--- config.mk ---
export PLATFORM = sky130hd
export DESIGN_NAME = alu_exec_unit
export DESIGN_NICKNAME = d
export VERILOG_FILES = /design/src/rtl/alu_exec_unit.sv
export SDC_FILE = /design/constraint.sdc
export NUM_CORES = 1
export LEC_CHECK = 0
export ABC_AREA = 1
export BUFFER_PORTS_ARGS = -buffer_cell sky130_fd_sc_hd__buf_2
export CAP_MARGIN = 20
export CORE_MARGIN = 2
export CORE_UTILIZATION = 24
export DETAILED_ROUTE_END_ITERATION = 10
export GPL_TIMING_DRIVEN = 0
export PLACE_DENSITY = 0.45
export SLEW_MARGIN = 0
export SYNTH_ARGS = -nofsm -noshare
export SYNTH_HDL_FRONTEND = slang
export SYNTH_SLANG_ARGS = --single-unit
--- constraint.sdc ---
create_clock -name clk -period 1.86 [get_ports clk]
set_clock_uncertainty 0.15 [all_clocks]
set_input_delay 0.372 -clock clk [delete_from_list [all_inputs] [get_ports clk]]
set_output_delay 0.372 -clock clk [all_outputs]
set_load 0.05 [all_outputs]
--- src/rtl/alu_exec_unit.sv ---
// rtl/alu_exec_unit.sv - registered execute-stage ALU with valid/ready handshakes
// Optional iterative multiplier on ALUControl 100 enabled by ALU_EXEC_MUL_EN.
module alu_exec_unit #(
  parameter int WIDTH = 32
) (
  input  logic             clk,
  input  logic             rst_n,
  input  logic             in_valid,
  output logic             in_ready,
  input  logic [2:0]       alu_ctrl,
  input  logic [WIDTH-1:0] src_a,
  input  logic [WIDTH-1:0] src_b,
  output logic             out_valid,
  input  logic             out_ready,
  output logic [WIDTH-1:0] result,
  output logic             zero,
  output logic             illegal
);

  logic             in_xfer;
  logic             out_xfer;
  logic             out_free;
  logic             is_mul;
  logic             load_single;
  logic             load_mul;
  logic [WIDTH-1:0] alu_res;
  logic             alu_ill;
  logic [WIDTH-1:0] mul_res;

  assign out_xfer    = out_valid && out_ready;
  assign out_free    = !out_valid || out_ready;
  assign in_xfer     = in_valid && in_ready;
  assign load_single = in_xfer && !is_mul;

  always_comb begin
    alu_res = '0;
    alu_ill = 1'b0;
    case (alu_ctrl)
      3'b000:  alu_res = src_a + src_b;
      3'b001:  alu_res = src_a - src_b;
      3'b010:  alu_res = src_a & src_b;
      3'b011:  alu_res = src_a | src_b;
      3'b101:  alu_res = {{(WIDTH-1){1'b0}}, ($signed(src_a) < $signed(src_b))};
      default: alu_ill = 1'b1;
    endcase
  end

`ifdef ALU_EXEC_MUL_EN
  localparam int CW = $clog2(WIDTH + 1);

  typedef enum logic [1:0] {IDLE, MUL, DONE} state_t;

  state_t           state, state_nxt;
  logic [WIDTH-1:0] mcand, mplier, acc;
  logic [CW-1:0]    cnt;

  assign is_mul   = (alu_ctrl == 3'b100);
  assign in_ready = rst_n && (state == IDLE) && out_free;
  assign load_mul = (state == DONE) && out_free;
  assign mul_res  = acc;

  always_ff @(posedge clk or negedge rst_n) begin
    if (!rst_n) state <= IDLE;
    else        state <= state_nxt;
  end

  always_comb begin
    state_nxt = state;
    case (state)
      IDLE:    if (in_xfer && is_mul) state_nxt = MUL;
      MUL:     if (cnt == CW'(WIDTH)) state_nxt = DONE;
      DONE:    if (load_mul) state_nxt = IDLE;
      default: state_nxt = IDLE;
    endcase
  end

  // Only the low WIDTH bits of the product are kept, so the shifted
  // multiplicand can simply drop its overflow bits.
  always_ff @(posedge clk or negedge rst_n) begin
    if (!rst_n) begin
      mcand  <= '0;
      mplier <= '0;
      acc    <= '0;
      cnt    <= '0;
    end else if (state == IDLE) begin
      if (in_xfer && is_mul) begin
        mcand  <= src_a;
        mplier <= src_b;
        acc    <= '0;
        cnt    <= '0;
      end
    end else if (state == MUL && cnt != CW'(WIDTH)) begin
      if (mplier[0]) acc <= acc + mcand;
      mcand  <= mcand << 1;
      mplier <= mplier >> 1;
      cnt    <= cnt + 1'b1;
    end
  end
`else
  assign is_mul   = 1'b0;
  assign in_ready = rst_n && out_free;
  assign load_mul = 1'b0;
  assign mul_res  = '0;
`endif

  always_ff @(posedge clk or negedge rst_n) begin
    if (!rst_n) begin
      out_valid <= 1'b0;
      result    <= '0;
      zero      <= 1'b0;
      illegal   <= 1'b0;
    end else if (load_single) begin
      out_valid <= 1'b1;
      result    <= alu_res;
      zero      <= (alu_res == '0);
      illegal   <= alu_ill;
    end else if (load_mul) begin
      out_valid <= 1'b1;
      result    <= mul_res;
      zero      <= (mul_res == '0);
      illegal   <= 1'b0;
    end else if (out_xfer) begin
      out_valid <= 1'b0;
    end
  end

endmodule

=== Word level (Yosys, flattened, before mapping) ===
Index checks and enable logic that the tools add are counted.

* $lt $le $gt $ge: 1
* Mux-type cells: 4
* Reduce and logical (&&, ||, !) cells: 9
* Bitwise logic cells: 2
* Equality and inequality tests: 4
* $add $sub $neg: 2

{| class="wikitable"
|+ Operator list
! cell !! number
|-
| $pmux 32 s5 || 1
|-
| $add 32x32->32 || 1
|-
| $and 32x32->32 || 1
|-
| $logic_not 32->1 || 1
|-
| $lt 32x32->1 || 1
|-
| $or 32x32->32 || 1
|-
| $sub 32x32->32 || 1
|-
| $eq 3x2->1 const B || 2
|-
| $reduce_or 5->1 || 1
|-
| $eq 3x1->1 const B || 1
|-
| $eq 3x3->1 const B || 1
|-
| $logic_and 1x1->1 || 3
|-
| $logic_not 3->1 || 1
|-
| $mux 1 || 3
|-
| $reduce_bool 2->1 || 1
|-
| $logic_not 1->1 || 1
|-
| $logic_or 1x1->1 || 1
|}

* Register bits after elaboration: 35
* Input port bits: 71
* Word-level logic and storage cells: 26
* Output and inout bits: 36

=== Depth between registers and ports, before layout ===
* Depth after elaboration: 5
* Depth in mapped cells: 23
* Mapped depth without buffers: 22

=== Worst setup path before layout ===
Ideal clock, no wire load.

* Kind: input-to-reg
* From: in src_a[0]
* To: reg zero
* Arrival time: 2.179 ns
* Path buffers: 0
* Slack: -0.535 ns
* Library setup time: 0.066 ns
* Cell stages on the path: 20
* Data required time: 1.644 ns
* Cell sequence: inv_1 -> ha_1 -> fa_1 -> inv_1 -> nand2_1 -> nand2_1 -> nand3_1 -> nand2_1 -> nand2_1 -> nand2_1 -> nand2_1 -> nand3_1 -> nand3b_1 -> nor2_1 -> nand2_1 -> nor2_1 -> nand3_1 -> nor2_1 -> nand2_1 -> nand2_1

* Word-level cells in the longest chain between the ends: 3
* Elaborated cells on any way between the ends: 7
* Those cells by class: 2 x add/sub; 1 x order compare; 1 x mux; 2 x bitwise; 1 x reduce/logical

{| class="wikitable"
|+ RTL lines
! element !! line !! text
|-
| start: declaration || 11 || <nowiki>input logic [WIDTH-1:0] src_a,</nowiki>
|-
| $sub 32x32->32, or another cell as far along || 40 || <nowiki>3'b001: alu_res = src_a - src_b;</nowiki>
|-
| $pmux 32 s5 (*) || 38 || <nowiki>case (alu_ctrl)</nowiki>
|-
| $logic_not 32->1 (*) || 115 || <nowiki>zero <= (alu_res == '0);</nowiki>
|-
| end signal: assignment || 115 ||
|-
| end signal: assignment || 120 || <nowiki>zero <= (mul_res == '0);</nowiki>
|-
| end: declaration || 16 || <nowiki>output logic zero,</nowiki>
|}

Every way passes the cells marked *; elsewhere a longest branch is shown, timed or not.
A chain may end at the register's enable or synchronous reset.

=== Final worst setup path ===
Ends and elaborated chain as after synthesis.

==> impl_table.tex <==
\begin{tabular}{lr}
\hline
Metric & Value \\
\hline
\multicolumn{2}{l}{\textbf{Route}} \\
\quad Number of DRC violations after detailed-routing iteration 0 & 420 \\
\quad Wirelength per Cell & 15.78 um \\
\quad Vias per cell & 4.641 \\
\quad 1st-pass router iterations & 5 \\
\quad ANT nets after route & 0 \\
\quad Routed wire length & 31,410 um \\
\quad Post-detailed-route DRC marker count & 0 \\
\quad Number of vias after detailed routing & 9,240 \\
\multicolumn{2}{l}{\textbf{Run status}} \\
\quad Outcome & finished, violations left \\
\quad Violations in the final reports & negative setup slack \\
\multicolumn{2}{l}{\textbf{Synth}} \\
\quad Yosys warns & 0 \\
\quad Most common flop cell mapped by yosys & sky130\_fd\_sc\_hd\_\_dfrtp\_1 \\
\quad Combinational family with the most area after synthesis & simple AND/OR/NAND/NOR gates \\
\quad Cell count after synthesis & 1,410 \\
\quad Share of the synthesized area in the top cell type & 22.82\% \\
\quad Number of synthesized flops with an enable pin & 0 \\
\quad Cell types with the largest area share after synthesis & sky130\_fd\_sc\_hd\_\_nand2\_1 (23\%), sky130\_fd\_sc\_hd\_\_ha\_1 (17\%), sky130\_fd\_sc\_hd\_\_inv\_1 (13\%), sky130\_fd\_sc\_hd\_\_dfrtp\_1 (11\%), sky130\_fd\_sc\_hd\_\_nand3\_1 (8.5\%) \\
\quad Synthesized cell area & 7714 um\^{}2 \\
\quad Xor/xnor cell area share of the yosys netlist & 0\% \\
\quad Share of synthesized flip-flops with an asynchronous set or reset & 100.0\% \\
\quad Arithmetic-cell share of the synthesized area counting full adders, half adders and majority gates & 17.88\% \\
\quad Post-synthesis simple-gate area fraction & 44.17\% \\
\quad Count of cell types in the netlist & 35 \\
\quad Number of synthesized register bits & 35 \\
\quad Synth Net Count & 1,590 \\
\quad Compound-gate portion of the synthesized area & 9.700\% \\
\quad Sequential share of the synthesized area & 11.35\% \\
\quad Multiplexer area fraction after synthesis & 0\% \\
\quad Post-Synthesis Mean Instance Area & 5.471 um\^{}2 \\
\quad Cell taking the most area after synthesis & sky130\_fd\_sc\_hd\_\_nand2\_1 \\
\multicolumn{2}{l}{\textbf{Clock tree}} \\
\quad Sinks on the clock net & 35 \\
\quad Buffer type at the clock tree root & sky130\_fd\_sc\_hd\_\_clkbuf\_16 \\
\quad Number of levels the H-tree was split into & 2 \\
\quad TritonCTS clock tree & done \\
\quad Clock-pin slew on the worst setup and hold paths & 60 ps \\
\quad Clock insertion delay at the later pin of the skew report & 280 ps \\
\quad Max Buffers Root-to-Sink & 2 \\
\quad Clock buffer count from CTS & 5 \\
\multicolumn{2}{l}{\textbf{Critical path}} \\
\quad Critical path capture point type & flip-flop \\
\quad Worst setup SP type & input port \\
\quad Critical R2R Capture & zero \\
\quad Critical Path, Cell by Cell & buf\_12 > ha\_4 > inv\_2 > fa\_2 > inv\_2 > nand4\_1 > nand2\_2 > nand2\_1 > nand3\_2 > nand3b\_1 > nor2\_1 > nand2\_1 > nor2\_2 > nand2\_1 > nor2\_2 > nand3\_1 > nor2\_1 > nand2\_1 > nand2\_1 \\
\quad Logic depth of the worst register-to-register path & 12 \\
\quad Crit-path most repeated cell & sky130\_fd\_sc\_hd\_\_nand2\_1 \\
\quad CP arrival & 2690 ps \\
\quad Crit Path Max Fanout & 3 \\
\quad Class of the most critical setup path & input port to flip-flop \\
\quad Worst path required time & 1930 ps \\
\quad Worst-path cell with the longest stage delay & sky130\_fd\_sc\_hd\_\_fa\_2 \\
\quad CP max stage delay & 350 ps \\
\quad Setup slack on the worst flop-to-flop path & -30 ps \\
\quad Worst reg2reg path startpoint & out\_valid \\
\multicolumn{2}{l}{\textbf{Timing}} \\
\quad Worst Tran Pin Value & 745.6 ps \\
\quad Count of pins over their slew limit & 0 \\
\quad Final number of hold-violating endpoints & 0 \\
\quad Relative slew slack & 50.29\% \\
\quad Final worst slack & -755.8 ps \\
\quad Min Clock Period, post-route & 2616 ps \\
\quad F\_max & 382.3 MHz \\
\quad Setup-violating endpoint count in the final report & 27 \\
\quad RSZ-0062 raised after global routing & yes \\
\quad Period utilization & 140.6\% \\
\multicolumn{2}{l}{\textbf{Placement}} \\
\quad Routability congestion estimate from global placement & 0.9095 \\
\quad Cell area reported after detailed placement & 9360 um\^{}2 \\
\quad Port Buffers & 106 \\
\quad Placed cell count & 1,918 \\
\quad HPWL after detailed placement & 26,410 um \\
\multicolumn{2}{l}{\textbf{GRT}} \\
\quad Antenna violations before repair & 0 \\
\quad Pin count of the biggest net entering global routing & 37 \\
\quad Via count of the first global-routing pass & 8,820 \\
\quad Residual overflow from global routing & 0 \\
\quad GRT Util Overall & 18.27\% \\
\quad First-pass GRT wire length & 47,890 um \\
\multicolumn{2}{l}{\textbf{Flow run}} \\
\quad Total of max-cap violations & 0 \\
\multicolumn{2}{l}{\textbf{Final layout}} \\
\quad Final-stage net count & 1,768 \\
\quad Fraction of the core area covered by cells at the end of the flow & 37.00\% \\
\quad Leading cell types in the layout, fill and taps excluded & sky130\_fd\_sc\_hd\_\_nand2\_1 (322), sky130\_fd\_sc\_hd\_\_inv\_1 (198), sky130\_fd\_sc\_hd\_\_nand2\_2 (113), sky130\_fd\_sc\_hd\_\_buf\_2 (89), sky130\_fd\_sc\_hd\_\_nand3\_1 (83) \\
\quad Post-layout instance area & 11,710 um\^{}2 \\
\quad Diodes inserted & 0 \\
\quad Most frequent standard cell in the layout excluding fill and tap cells & sky130\_fd\_sc\_hd\_\_nand2\_1 \\
\quad Fraction of final layout cells sized beyond drive strength 1 & 41.22\% \\
\quad Layout fillers & 3,534 \\
\quad Cell Count, Final, Fillers Out & 1,991 \\
\quad Area growth from synthesis to layout & 51.76\% \\
\multicolumn{2}{l}{\textbf{Hold path}} \\
\quad Cells on Worst Hold Path & 2 \\
\quad Source of the worst hold timing path & out\_ready \\
\quad End point of the most critical hold path & out\_valid \\
\quad Worst hold-check path type & input port to flip-flop \\
\multicolumn{2}{l}{\textbf{Die}} \\
\quad Placeable Area & 31,640 um\^{}2 \\
\quad Die Height & 183.3 um \\
\quad Die area & 33,590 um\^{}2 \\
\quad Number of standard-cell rows in the floorplan & 65 \\
\quad Die width & 183.3 um \\
\quad Effective utilization at floorplan & 24.38\% \\
\quad Number of top-level pins & 107 \\
\multicolumn{2}{l}{\textbf{Power}} \\
\quad Max rail drop VDD & 0.0003230 V \\
\quad Power density of the placed cells & 499.4 nW/um\^{}2 \\
\quad Static leakage power & 6.081 nW \\
\hline
\end{tabular}
-- cell usage after synthesis, types with 5 or more instances --
master / number
sky130_fd_sc_hd__nand2_1: 469
sky130_fd_sc_hd__inv_1: 274
sky130_fd_sc_hd__nor2_1: 141
sky130_fd_sc_hd__nand3_1: 131
sky130_fd_sc_hd__ha_1: 107
sky130_fd_sc_hd__a21oi_1: 52
sky130_fd_sc_hd__o21ai_0: 43
sky130_fd_sc_hd__dfrtp_1: 35
sky130_fd_sc_hd__o22ai_1: 20
sky130_fd_sc_hd__nand4_1: 17
sky130_fd_sc_hd__buf_4: 15
sky130_fd_sc_hd__nor2_2: 14
sky130_fd_sc_hd__nand3b_1: 11
sky130_fd_sc_hd__buf_2: 10
sky130_fd_sc_hd__nor3_1: 10
sky130_fd_sc_hd__clkbuf_1: 9
sky130_fd_sc_hd__o21bai_1: 8
sky130_fd_sc_hd__inv_2: 5
sky130_fd_sc_hd__nand2_2: 5
sky130_fd_sc_hd__nor3_2: 5
-- layer usage --
layer  up-vias  track usage, %  part of all wire (%)
met5         -               0                     0
met4         0           3.968                   1.4
met3        23          0.8936                   4.5
met2       216           29.23                    44
met1      4276           26.98                    50
li1       4725               -                     -
-- flip-flops by register name, indices dropped and copies added (netlist names) --
signal,cells
illegal,1
out_valid,1
result,32
zero,1
-- timing repair --
item | 4_1_cts | 5_1_grt
endpoints found under the hold margin | 35 | 35
setup buffers | 42 | 39
endpoints found under the setup margin | 35 | 31
pin swaps | 78 | 119
gates cloned | 0 | 0
resized for setup | 243 | 255
-- worst max-delay path: cells and delay by family --
| family | cells | cell delay, ps |
|---|---|---|
| adders and majority gates | 2 | 480 |
| buffers and inverters | 3 | 230 |
| and+or+nand+nor | 14 | 1590 |
-- layout make-up --
type                    count  area (um^2)  area share (%)
well taps                 402        503.0           4.297
clock buffers               5        125.1           1.069
clock inverters             3        67.56          0.5772
multi-input cells        1054         7367           62.93
inverters                 280         1136           9.705
plain buffers              29        222.7           1.903
repair buffers            183         1408           12.02
flip-flops and latches     35        877.1           7.493
-- report_power, final --
part / switching [mW] / leakage (nW) / internal [mW]
logic: 2.49 / 5.53 / 1.32
registers: 0.0649 / 0.456 / 0.886
clock network: 0.321 / 0.0900 / 0.767
total: 2.87 / 6.08 / 2.97
-- per-stage QoR --
stage	TNS, ps	power [mW]	worst slack [ps]	hold slack [ps]
floorplan	-3189	3.078	-411.5	-73.59
global placement	-25160	3.934	-1435	308.2
finish	-8342	5.846	-755.8	135.9
CTS	-7446	5.439	-752.0	-88.26
global route	-11450	6.240	-882.4	164.0
detailed placement	-25200	3.955	-1413	312.2
-- cells by family after synthesis --
kind of cell	count (synthesis)
AO/OA/AOI/OAI	135
buffers and inverters	321
flip-flops	35
adder cells (fa/ha/maj)	109
AND/OR/NAND/NOR	810
-- worst max path at each step --
| stage | slack (ps) | endpoint | from | cells past startpoint |
|---|---|---|---|---|
| after floorplan | -410 | zero | src_a[0] | 20 |
| after global placement | -1440 | zero | src_a[0] | 21 |
| after detailed placement | -1410 | zero | src_a[0] | 21 |
| after CTS | -750 | zero | src_a[0] | 21 |
| after global routing | -880 | zero | src_a[0] | 21 |
| final | -760 | zero | src_a[0] | 19 |
(Power assumes the default switching activity.)
